===== config.mk =====
export PLATFORM = sky130hd
export DESIGN_NAME = top_puf
export DESIGN_NICKNAME = d
export VERILOG_FILES = /design/src/rtl/top_puf.sv
export SDC_FILE = /design/constraint.sdc
export NUM_CORES = 1
export LEC_CHECK = 0
export ABC_AREA = 0
export CAP_MARGIN = 0
export CELL_PAD_IN_SITES_DETAIL_PLACEMENT = 1
export CELL_PAD_IN_SITES_GLOBAL_PLACEMENT = 1
export CORE_MARGIN = 4
export CORE_UTILIZATION = 52
export CTS_BUF_LIST = sky130_fd_sc_hd__clkbuf_8
export CTS_CLUSTER_DIAMETER = 80
export DETAILED_ROUTE_END_ITERATION = 16
export PLACE_DENSITY = 0.95
export SYNTH_ARGS = -nofsm -noshare
export SYNTH_HDL_FRONTEND = slang
export SYNTH_SLANG_ARGS = --single-unit

===== constraint.sdc =====
create_clock -name clk -period 9.65 [get_ports clk]
set_clock_uncertainty 0.1 [all_clocks]
set_input_delay 2.4125 -clock clk [delete_from_list [all_inputs] [get_ports clk]]
set_output_delay 2.4125 -clock clk [all_outputs]
set_load 0.02 [all_outputs]

===== src/rtl/top_puf.sv =====
// Dual-core adder PUF: operands registered, per-bit carry-chain race between two
// delay-weighted cores resolved by an arbiter, response registered (latency 2).
module top_puf #(
  parameter int unsigned  D0      = 2,
  parameter int unsigned  D1      = 3,
  parameter logic [127:0] OFFSET0 = {32{4'd5}},
  parameter logic [127:0] OFFSET1 = {32{4'd3}}
) (
  input  logic        clk,
  input  logic        reset,
  input  logic [31:0] a,
  input  logic [31:0] b,
  output logic [31:0] c
);

  logic [31:0] ra_q, rb_q, c_q;
  logic [31:0] r_d;
  logic [31:0] sum, gen, prop;
  logic [4:0]  len  [32];
  logic [9:0]  t0   [32];
  logic [9:0]  t1   [32];

  // Length of the carry chain feeding bit i: walk down from i-1 through
  // propagating bits; only a generating bit at the stop point yields a chain.
  function automatic logic [4:0] chain_len(input logic [31:0] g, input logic [31:0] p,
                                           input int unsigned i);
    logic [4:0]  l;
    logic        stop;
    int unsigned j;
    l    = '0;
    stop = 1'b0;
    for (int unsigned k = 0; k < i; k++) begin
      j = i - 1 - k;
      if (!stop && !p[j]) begin
        stop = 1'b1;
        if (g[j]) l = 5'(i - j);
      end
    end
    return l;
  endfunction

  always_comb begin
    sum  = ra_q + rb_q;
    gen  = ra_q & rb_q;
    prop = ra_q ^ rb_q;
    r_d  = '0;
    for (int unsigned i = 0; i < 32; i++) begin
      len[i] = chain_len(gen, prop, i);
      t0[i]  = 10'(D0) * 10'(len[i]) + 10'(OFFSET0[4*i +: 4]);
      t1[i]  = 10'(D1) * 10'(len[i]) + 10'(OFFSET1[4*i +: 4]);
      if (t0[i] < t1[i])      r_d[i] = 1'b1;
      else if (t0[i] > t1[i]) r_d[i] = 1'b0;
      else                    r_d[i] = sum[i];
    end
  end

  always_ff @(posedge clk or negedge reset) begin
    if (!reset) begin
      ra_q <= '0;
      rb_q <= '0;
      c_q  <= '0;
    end else begin
      ra_q <= a;
      rb_q <= b;
      c_q  <= r_d;
    end
  end

  assign c = c_q;

endmodule


==> impl_metrics.py <==
metrics = {
    "clock_network": {
        "cts_root_buf": "clkbuf_8",
        "holdBufCountCts": 0,
        "cts_tree": "yes",
        "clock_path_buffers": 2,
        "clock-sinks": 94,
        "clock_latency_ns": 0.46,
        "cts_max_level": 3,
        "ctsResizeCount": 0,
        "numCtsBuffers": 9,
        "clk_pin_slew_ns": 0.13,
        "post_cts_buffers": 0,
    },
    "detailed_routing": {
        "vias": 20807,
        "routed_wl_mm": 92.6,
        "wl_per_cell_um": 31.8,
        "first_pass_iters": 6,
        "vias_per_cell": 7.15,
        "drc": 0,
        "detail-route-antenna-nets": 0,
        "drt-initial-drc-count": 2784,
    },
    "timing": {
        "period_needed_ns": 6.79,
        "fin_crit_sh_pct": 70.4,
        "drv_slew": 0,
        "max_freq_mhz": 147,
        "max_slew_margin_pct": 16.4,
        "setup-tns-final_ns": 0,
        "rsz0062_at_grt": "no",
        "setup_viol_count_final": 0,
        "hold_violations": 0,
        "worst_pin_slew_ns": 1.25,
    },
    "logic_synthesis": {
        "muxShareOfSynthArea_pct": 0.441,
        "yosysTopAreaCell": "ha_1",
        "synth-seq-cells": 94,
        "synth_top_area_share_pct": 29.0,
        "synthArstFlopShare_pct": 100,
        "synth_edf_count": 0,
        "postSynthCellCount": 2393,
        "yosys_warnings": 0,
        "synth-simple-area-share_pct": 22.0,
        "synthAdderAreaFrac_pct": 30.2,
        "syn_area_sq_um": 18700,
        "synthXorXnorAreaFrac_pct": 6.32,
        "yosysUniqueCellTypes": 97,
        "synthTopCellsByArea": "ha_1 (29%), dfrtp_1 (13%), a21oi_1 (6.0%)",
        "synth_top_family_by_area": "adder cells",
        "avgSynthCellArea_sq_um": 7.82,
        "synth_compound_area_share_pct": 23.4,
        "synth_flop_cell": "dfrtp_1",
        "synth_seq_area_share_pct": 12.6,
    },
    "worst_setup_path": {
        "cp_max_fo": 22,
        "arrival_ns": 7.10,
        "critical_path_class": "reg -> reg",
        "crit_path_end_kind": "register",
        "worstPathRequired_ns": 9.96,
        "startpoint_type": "register",
    },
    "grt": {
        "grt_pass1_wl_mm": 137,
        "overflow": 0,
        "grt_pass1_vias": 21935,
        "antenna_found_initial": 0,
        "grt_util_all_layers_pct": 45.9,
        "met2_usage_pct": 71.8,
        "use_met3_pct": 12.9,
        "grt_max_degree": 60,
        "grtUsageMet1_pct": 55.7,
        "top_usage_layer": "met2",
    },
    "die": {
        "coreArea_sq_um": 35600,
        "start_util_pct": 52.6,
        "die_w_um": 198,
        "num_rows": 69,
        "ios": 98,
        "dieArea_sq_um": 39100,
        "fp.dieH_um": 198,
    },
    "placed_design": {
        "place_congestion": 1.15,
        "placed_cells": 2894,
        "dp_hpwl_mm": 76.2,
        "io_buffers": 95,
    },
    "min_path": {
        "hold_class": "reg -> reg",
    },
    "flow_run": {
        "max_cap_violations": 0,
    },
    "power": {
        "leakagePower_nw": 10.1,
        "power_density_nw_per_um2": 97.7,
        "vdd_drop_max_mv": 0.118,
        "total_power_w": 0.00198,
    },
    "layout": {
        "final_core_util_pct": 56.9,
        "synthToLayoutAreaGrowth_pct": 8.05,
        "drive_above_1_share_pct": 4.21,
        "instances_no_fill": 2910,
        "final_nets": 2955,
    },
    "run_status": {
        "status": "finished clean",
    },
}
-- placed cells by master (no fill, tap or decap), drive strengths merged, types with 12 or more instances in the layout --
cell type	instances
ha	434
a21oi	228
nand2	210
nor2	183
inv	155
o21ai	141
a21o	94
dfrtp	94
clkdlybuf4s50	94
xnor2	89
nand3	62
nor2b	55
nor3	49
xor2	46
and2	42
nand2b	40
nand4	40
o22ai	30
a31oi	29
buf	23
and3	20
o211ai	16
a211oi	15
nand4b	13
and4	12
or3	12
-- per-layer routing --
| layer | routed length, um | vias to the layer above | share of wire [%] |
|---|---|---|---|
| li1 | - | 8752 | - |
| met4 | 7540 | 0 | 8.1 |
| met3 | 10000 | 453 | 11 |
| met2 | 40200 | 1422 | 43 |
| met5 | 0 | - | 0 |
| met1 | 34800 | 10180 | 38 |
-- metrics by stage --
stage	cell area, sq um	setup slack [ns]	hold slack (ns)
2_1_floorplan	18700	5.01	0.511
3_3_place_gp	20000	3.42	0.547
3_5_place_dp	20000	3.24	0.579
4_1_cts	20200	3.22	0.606
5_1_grt	20200	2.79	0.680
6_report	20200	2.86	0.603
-- final timing paths --
| kind | from | endpoint | slack, ns | cells past startpoint |
|---|---|---|---|---|
| setup / recovery | rb_q[9]$_DFF_PN0_ | c[27]$_DFF_PN0_ | 2.86 | 21 |
| hold / removal | rb_q[1]$_DFF_PN0_ | c[2]$_DFF_PN0_ | 0.60 | 3 |
| setup reg to reg | rb_q[9]$_DFF_PN0_ | c[27]$_DFF_PN0_ | 2.86 | 21 |
| hold reg to reg | rb_q[1]$_DFF_PN0_ | c[2]$_DFF_PN0_ | 0.60 | 3 |
| max in group asynchronous | reset | ra_q[21]$_DFF_PN0_ | 6.30 | 2 |
| min in group asynchronous | reset | c[17]$_DFF_PN0_ | 1.81 | 1 |
-- final cells by class --
| cell class | instances | area (sq um) |
|---|---|---|
| fillers | 4368 | 15300 |
| inverters | 152 | 571 |
| well taps | 461 | 577 |
| diodes | 1 | 2.50 |
| clock buffers | 9 | 124 |
| clock inverters | 6 | 68.8 |
| multi-input cells | 2070 | 15400 |
| repair buffers | 117 | 1110 |
| flip-flops and latches | 94 | 2350 |
-- state kept, by name (all words and copies together) (netlist names) --
| signal | cells |
|---|---|
| c | 30 |
| ra_q | 32 |
| rb_q | 32 |
-- critical path: stages, from the launching register on --
cell and delay [ns]:
dfrtp_1 0.41, ha_1 0.83, nand2_2 0.34, nor2_1 0.90, nand2_1 0.48, nor3_1 0.81, o31ai_1 0.33, o21ai_0 0.15
or3_1 0.24, inv_1 0.13, ha_1 0.22, inv_1 0.07, ha_1 0.22, a21o_1 0.18, a21o_1 0.20, xnor2_1 0.13
ha_1 0.28, nor2b_1 0.13, o21ai_0 0.16, nand2b_1 0.08, a21oi_1 0.19, a41o_1 0.12
-- logic make-up (layout without fill, tap and decap cells) --
kind of cell / count (synthesis) / after routing
other cells: 1 / 3
buf+inv: 230 / 284
mux: 8 / 8
compound gates: 689 / 689
flops: 94 / 94
fa+ha+maj: 445 / 445
xor+xnor: 135 / 135
simple gates: 791 / 791
-- cell usage after synthesis, types with 6 or more instances --
| cell | n |
|---|---|
| o2111ai_1 | 7 |
| buf_2 | 29 |
| clkbuf_1 | 30 |
| a31o_2 | 11 |
| o21bai_1 | 9 |
| or2_2 | 9 |
| and4b_1 | 8 |
| nor3_1 | 46 |
| buf_4 | 12 |
| and2_1 | 39 |
| o31ai_1 | 9 |
| o221ai_1 | 7 |
| o22ai_1 | 30 |
| nand2_1 | 206 |
| a221oi_1 | 11 |
| or3_1 | 12 |
| a31oi_1 | 29 |
| and3_1 | 20 |
| xnor2_1 | 89 |
| nand4_1 | 34 |
| a211oi_1 | 15 |
| o21ai_0 | 135 |
| fa_1 | 11 |
| nor2_1 | 175 |
| and4_1 | 12 |
| xor2_1 | 46 |
| nor4_1 | 8 |
| o211ai_1 | 15 |
| dfrtp_1 | 94 |
| a22oi_1 | 7 |
| nor2b_1 | 55 |
| a311oi_1 | 8 |
| nand3b_1 | 11 |
| ha_1 | 434 |
| a21o_1 | 94 |
| a21oi_1 | 226 |
| mux2i_1 | 6 |
| a211o_1 | 6 |
| inv_1 | 152 |
| nand2b_1 | 40 |
| nand4b_1 | 13 |
| nand3_1 | 61 |
-- report_power, final --
group          switching, W  internal [W]
clock network      0.000197      0.000121
logic              0.000738      0.000438
registers         0.0000299      0.000452
total              0.000965       0.00101
Power figures use the tool's default switching activity.
